<file path="src/rtl/priority_encoder_4_to_2_db.sv">
// ---------------------------------------------------------------------------
// priority_encoder_4_to_2_db
//
// Debounced 4-to-2 priority encoder. It takes four active-low request lines
// and reports the index of the highest-numbered active line. Each input goes
// through a two-flop synchroniser. A new candidate code must then stay
// unchanged for STABLE_CYCLES consecutive edges before it is committed to the
// outputs.
//
// State table:
//   state  | meaning
//   IDLE   | committed value is idle (V=0), waiting for a request
//   SETTLE | candidate differs from committed value, counting stable edges
//   HOLD   | committed value is a valid request (V=1), stable
//
// Parameters:
//   STABLE_CYCLES : consecutive edges a candidate must hold (>= 1)
//   CNT_W         : debounce counter width, 2**CNT_W > STABLE_CYCLES
//
// Ports:
//   clk    : clock, rising edge
//   rst    : asynchronous active-high reset
//   En     : active-low enable; 1 forces the committed value to idle
//   D      : active-low request lines, D[3] has the highest priority
//   A, B   : committed index {A,B}
//   V      : committed request present
//   Strobe : one-cycle pulse when a new non-idle code is committed
// ---------------------------------------------------------------------------
module priority_encoder_4_to_2_db #(
  parameter int STABLE_CYCLES = 4,
  parameter int CNT_W         = 3
) (
  input  logic       clk,
  input  logic       rst,
  input  logic       En,
  input  logic [3:0] D,
  output logic       A,
  output logic       B,
  output logic       V,
  output logic       Strobe
);

  typedef enum logic [1:0] {
    IDLE   = 2'd0,
    SETTLE = 2'd1,
    HOLD   = 2'd2
  } state_t;

  localparam logic [CNT_W-1:0] CNT_ZERO = '0;
  localparam logic [CNT_W-1:0] CNT_ONE  = CNT_W'(1);

  logic [3:0]       sync_1;
  logic [3:0]       sync_2;

  logic [2:0]       cand;
  logic [1:0]       cand_code;
  logic             cand_any;

  state_t           state_q;
  state_t           state_d;
  logic [2:0]       pend_q;
  logic [2:0]       pend_d;
  logic [CNT_W-1:0] cnt_q;
  logic [CNT_W-1:0] cnt_d;
  logic [2:0]       k_q;      // committed {V, A, B}
  logic [2:0]       k_d;
  logic             strobe_q;
  logic             strobe_d;
  logic             cnt_done;

  // Two-flop synchroniser. It resets to the idle pattern.
  always_ff @(posedge clk or posedge rst) begin
    if (rst) begin
      sync_1 <= 4'b1111;
      sync_2 <= 4'b1111;
    end else begin
      sync_1 <= D;
      sync_2 <= sync_1;
    end
  end

  // Candidate code: index of the highest-numbered zero bit.
  always_comb begin
    cand_code = 2'b00;
    if (!sync_2[3])      cand_code = 2'b11;
    else if (!sync_2[2]) cand_code = 2'b10;
    else if (!sync_2[1]) cand_code = 2'b01;
    else                 cand_code = 2'b00;
  end

  assign cand_any = ~&sync_2;
  assign cand     = {cand_any, cand_code};

  // The loading edge is count 1. This edge makes the count cnt_q + 1.
  // Using >= lets STABLE_CYCLES=1 still commit when leaving HOLD.
  assign cnt_done = (int'(cnt_q) + 1) >= STABLE_CYCLES;

  always_ff @(posedge clk or posedge rst) begin
    if (rst) begin
      state_q  <= IDLE;
      pend_q   <= 3'b000;
      cnt_q    <= CNT_ZERO;
      k_q      <= 3'b000;
      strobe_q <= 1'b0;
    end else begin
      state_q  <= state_d;
      pend_q   <= pend_d;
      cnt_q    <= cnt_d;
      k_q      <= k_d;
      strobe_q <= strobe_d;
    end
  end

  always_comb begin
    state_d  = state_q;
    pend_d   = pend_q;
    cnt_d    = cnt_q;
    k_d      = k_q;
    strobe_d = 1'b0;

    if (En) begin
      state_d = IDLE;
      pend_d  = 3'b000;
      cnt_d   = CNT_ZERO;
      k_d     = 3'b000;
    end else begin
      case (state_q)
        IDLE: begin
          if (cand[2]) begin
            pend_d = cand;
            if (STABLE_CYCLES == 1) begin
              k_d      = cand;
              strobe_d = 1'b1;
              cnt_d    = CNT_ZERO;
              state_d  = HOLD;
            end else begin
              cnt_d   = CNT_ONE;
              state_d = SETTLE;
            end
          end
        end

        SETTLE: begin
          if (cand == pend_q) begin
            if (cnt_done) begin
              k_d      = pend_q;
              strobe_d = pend_q[2];
              cnt_d    = CNT_ZERO;
              state_d  = pend_q[2] ? HOLD : IDLE;
            end else begin
              cnt_d = cnt_q + CNT_ONE;
            end
          end else if (cand == k_q) begin
            // The input went back to the committed value before it settled.
            // Treat the change as a glitch and keep the outputs unchanged.
            cnt_d   = CNT_ZERO;
            state_d = k_q[2] ? HOLD : IDLE;
          end else begin
            pend_d = cand;
            cnt_d  = CNT_ONE;
          end
        end

        HOLD: begin
          if (cand != k_q) begin
            pend_d  = cand;
            cnt_d   = CNT_ONE;
            state_d = SETTLE;
          end
        end

        default: begin
          state_d = IDLE;
          cnt_d   = CNT_ZERO;
        end
      endcase
    end
  end

  assign V      = k_q[2];
  assign A      = k_q[1];
  assign B      = k_q[0];
  assign Strobe = strobe_q;

endmodule

</file>
<file path="config.mk">
export PLATFORM = sky130hd
export DESIGN_NAME = priority_encoder_4_to_2_db
export DESIGN_NICKNAME = d
export VERILOG_FILES = /design/src/rtl/priority_encoder_4_to_2_db.sv
export SDC_FILE = /design/constraint.sdc
export NUM_CORES = 1
export LEC_CHECK = 0
export BUFFER_PORTS_ARGS = -buffer_cell sky130_fd_sc_hd__buf_2
export CORE_ASPECT_RATIO = 1.1
export CORE_MARGIN = 3
export CORE_UTILIZATION = 45
export CTS_BUF_LIST = sky130_fd_sc_hd__clkbuf_4
export CTS_CLUSTER_DIAMETER = 200
export DETAILED_ROUTE_END_ITERATION = 12
export GPL_TIMING_DRIVEN = 0
export PLACE_DENSITY = 0.69
export SYNTH_ARGS = -nofsm -noshare
export SYNTH_HDL_FRONTEND = slang
export SYNTH_SLANG_ARGS = --single-unit
</file>
<file path="constraint.sdc">
create_clock -name clk -period 4.4 [get_ports clk]
set_clock_uncertainty 0.2 [all_clocks]
set_input_delay 0.22 -clock clk [delete_from_list [all_inputs] [get_ports clk]]
set_output_delay 0.22 -clock clk [all_outputs]
set_load 0.005 [all_outputs]
</file>
Word level (Yosys, flattened, before mapping). Index checks and enable logic that the tools add are counted.

Reduce and logical (&&, ||, !) cells: 11. Mux-type cells: 33. Order comparisons: 1. Add/subtract/negate cells: 2. Equality and inequality tests: 11.

Operators with widths (number): 2-to-1 mux 3 bit (14); 2-to-1 mux 2 bit (10); case mux 3 bit (3 select lines) (2); inequality test 3 bit, second input constant (4); inequality test 4 bit, second input constant (2); AND reduction 4 bit (2); equality test 3 bit (2); 2-to-1 mux 1 bit (6); case mux 2 bit (3 select lines) (1); nonzero test 2 bit (3); AND reduction 5 bit (1); adder 3 x 1 -> 4 bit, second input constant (1); >= comparator 4 x 3 -> 1 bit, second input constant (1); nonzero test 4 bit (1); adder 3 x 1 -> 3 bit, second input constant (1); inequality test 3 bit (1); AND reduction 3 bit (1); equality test 2 x 1 -> 1 bit, second input constant (1); equality test 2 bit, second input constant (1); zero test 2 bit (1); AND reduction 2 bit (1); zero test 1 bit (1).

Word-level logic and storage cells: 65. Register bits after elaboration: 20. Output and inout bits: 4.

Depth between registers and ports, before layout.
Depth in word-level cells: 8. Depth in mapped cells: 8.

Worst setup path before layout. No wires, ideal clock.

Kind: flip-flop to flip-flop. From: register sync_2[3]. To: register k_q[0]. Arrival: 1.944 ns. Required time: 4.069 ns. Clock period less this slack: 2.276 ns. Cell stages (with the launch flop): 9. Setup slack: 2.124 ns. Library setup time: 0.131 ns. Path through: dfstp_2 -> buf_6 -> inv_2 -> or3_1 -> a32o_2 -> or3b_1 -> buf_2 -> mux2i_1 -> nor2_1.

Cells in the longest elaborated chain, start to end: 5. Elaborated cells on any way between the ends: 6. Those cells by class: eq/ne: 1; mux: 1; reduce/logical: 4.

Ends and longest elaborated chain: start: declaration (line 53) `logic [3:0] sync_2;`; start signal: assignment (line 78) `sync_2 <= sync_1;`; AND reduction 4 bit (line 91) `assign cand_any = ~&sync_2;`; zero test 1 bit (line 91); equality test 3 bit (*) (line 144) `if (cand == pend_q) begin`; nonzero test 2 bit (no source line) (*); AND reduction 3 bit (no source line) (*); end signal: assignment (line 109) `k_q <= k_d;`; end: declaration (line 65) `logic [2:0] k_q;`.

Every way passes the cells marked *; elsewhere a longest branch is shown, timed or not. A chain may end at the register's enable or synchronous reset.

Final worst setup path. Ends and elaborated chain as after synthesis.

==> metrics.yaml <==
timing:
  fin_crit_ps: 2420
  rsz0062_at_grt: "false"
  timing.hold.ws_ps: 88.2
  slew_headroom_pct: 50.4
  worst_pin_slew_ps: 743
  report.final.setup_viol: 0
  period_share_pct: 55.1
  finalHoldViolations: 0
  slew_violations: 0
  tns_ps: 0
  clock.fmax_ghz: 0.413
synthesis:
  synthesis.area_um2: 1060
  yosysSeqAreaShare_pct: 48.0
  syn_inst: 105
  synth-seq-cells: 20
  avgSynthCellArea_um2: 10.1
  synth_area_leader_cell: "dfrtp_1"
  syn_nets: 117
  yosys-top-cells-area: "dfrtp_1 28%, dfstp_2 20%, ha_1 5.9%"
  synth_cell_types: 36
  ys_warn_count: 0
  yosysTopAreaCellShare_pct: 28.2
setup_path:
  critPathKind: "flop to flop"
  critPathMaxFanout: 9
  critPathLaunchType: "flop"
  cp_data_required_time_ps: 4380
  endpoint_kind: "flop"
  arrival_ps: 2400
cells_and_area:
  syn2layout_area_growth_pct: 17.6
  drive_gt1_share_pct: 23.4
  diodes: 0
  final_cell_area_um2: 1250
  fin_nets: 137
clocking:
  cts_root_buffer: "clkbuf_4"
  cts_hold_buffers: 5
  cts-resized-gates: 0
  tritoncts: "yes"
  clk_path_buf_depth: 2
  htreeDepth: 1
  post-cts-setup-buffers: 0
  numCtsBuffers: 3
  cts.sink_count: 20
  clkSlewWorstSetupHoldPaths_ps: 120
  insertion_delay_ps: 300
power:
  p_per_area_nw_per_um2: 363
  vdd_drop_max_mv: 0.291
  p_leak_nw: 0.579
route:
  vias: 833
  drt-total-wl_mm: 2.22
  ant_nets: 0
  drc_errors: 0
  drtPass1Iterations: 4
  via_per_inst: 5.48
  wl_per_cell_um: 14.6
  drt_iter0_markers: 18
job:
  cap_violations: 0
floorplanning:
  die_y_um: 57.0
  design.die.area_um2: 2980
  pin_count: 11
  die_w_um: 52.4
  coreArea_um2: 2130
  rows: 17
  start_util_pct: 50.0
place:
  place.gp.congestion: 0.815
  hpwl_mm: 1.63
  place_area_um2: 1150
  io_buffers: 10
grt:
  grt_pass1_vias: 879
  grt_start_max_net_pins: 21
  grt_use_total_pct: 17.7
  overflow: 0
  antenna_found_initial: 0
  grt_pass1_wl_mm: 4.02
status:
  status: "finished, final reports clean"
hold_path:
  min_path_type: "input port to flop"
==> path summary, 6_finish.rpt <==
kind	from	to	slack, ps	depth (start not counted)
min in group asynchronous	rst	k_q[2]	370	3
hold reg to reg	sync_1[3]	sync_2[3]	170	0
max in group asynchronous	rst	pend_q[2]	3160	3
setup reg to reg	sync_2[3]	k_q[0]	1980	8
hold / removal	En	Strobe	90	3
setup / recovery	sync_2[3]	k_q[0]	1980	8
==> kinds of logic (layout without fill, tap and decap cells) <==
family          after synthesis  in the layout  synth area share (%)
compound gates               27             27                  17.9
flops                        20             20                  48.0
buf+inv                       8             27                  3.65
mux                           6              6                  5.88
simple gates                 39             39                  18.7
fa+ha+maj                     5              5                  5.88
==> cells in the final DEF, fill, tap and decap left out, drive strengths merged <==
cell	synthesis	layout
inv	5	5
bufinv	0	1
o211ai	1	1
o2bb2ai	1	1
nand4	2	2
or3	1	1
or2	1	1
dfstp	8	8
and3	1	1
o31ai	3	3
o32ai	1	1
and4b	1	1
ha	5	5
a31o	1	1
mux2i	4	4
dlygate4sd3	0	5
or3b	1	1
and2	1	1
mux2	2	2
a21oi	8	8
o41ai	1	1
nor2b	5	5
buf	2	12
o21ai	3	3
nand3	3	3
a32o	1	1
dfrtp	12	12
nand2b	2	2
a221o	1	1
a21boi	2	2
nor2	12	12
a2111o	1	1
and4	1	1
a22oi	3	3
clkbuf	1	4
nand2	8	8
==> cell type report <==
class | count | area (um^2)
inverter | 5 | 18.8
multi-input combinational | 77 | 514
timing repair buffer | 15 | 100
tap | 28 | 35.0
sequential | 20 | 510
buffer | 3 | 20.0
fill | 196 | 876
clock buffer | 3 | 22.5
clock inverter | 1 | 30.0
==> power by group <==
| group | switching [mW] | internal [mW] | total (mW) |
|---|---|---|---|
| combinational | 0.0448 | 0.0373 | 0.0822 |
| sequential | 0.0198 | 0.202 | 0.221 |
| clock | 0.0584 | 0.0921 | 0.150 |
| total | 0.123 | 0.331 | 0.454 |
==> flip-flops by register name (all words and copies together) (netlist names) <==
| signal | count |
|---|---|
| k_q | 3 |
| sync_2 | 4 |
| state_q | 2 |
| sync_1 | 4 |
| cnt_q | 3 |
| Strobe | 1 |
| pend_q | 3 |
==> through the flow <==
step                cells  power, mW  worst slack [ps]  util, %
floorplan             105      0.280              2120        -
global placement      143      0.298              2030     54.0
detailed placement    143      0.303              2000     54.0
CTS                   152      0.456              1970     58.8
global route          152      0.481              1860     58.8
finish                152      0.454              1980     58.8
==> metal layers <==
metal  track usage (%)  part of all wire [%]  vias up
met5                 0                     0        -
met4              5.47                  0.86        0
met3              3.92                   2.7        2
met2              28.7                    50       10
met1              23.4                    46      404
li1                  -                     -      417
==> Yosys cell counts <==
cell	count
o31ai_1	3
o21ai_0	3
or3_1	1
nand3_1	3
mux2i_1	4
a221o_1	1
nor2_1	12
clkbuf_1	1
a2111o_1	1
o41ai_1	1
dfrtp_1	12
a21boi_0	2
o32ai_1	1
a21oi_1	8
inv_2	1
and4_1	1
nand2_1	8
ha_1	5
inv_1	4
a22oi_1	3
dfstp_2	8
a31o_2	1
nand2b_1	2
nand4_1	2
buf_2	1
or2_1	1
or3b_1	1
o211ai_1	1
and2_1	1
a32o_2	1
nor2b_1	5
o2bb2ai_1	1
and3_1	1
and4b_1	1
mux2_2	2
buf_6	1
==> critical path, stage by stage (launching register included) <==
cell and delay (ps):
dfstp_2 550, buf_6 120, inv_2 40, or3_1 360, a32o_2 300, or3b_1 350
buf_2 170, mux2i_1 150, nor2_1 60
No activity file was read; power rests on OpenSTA's default activity.
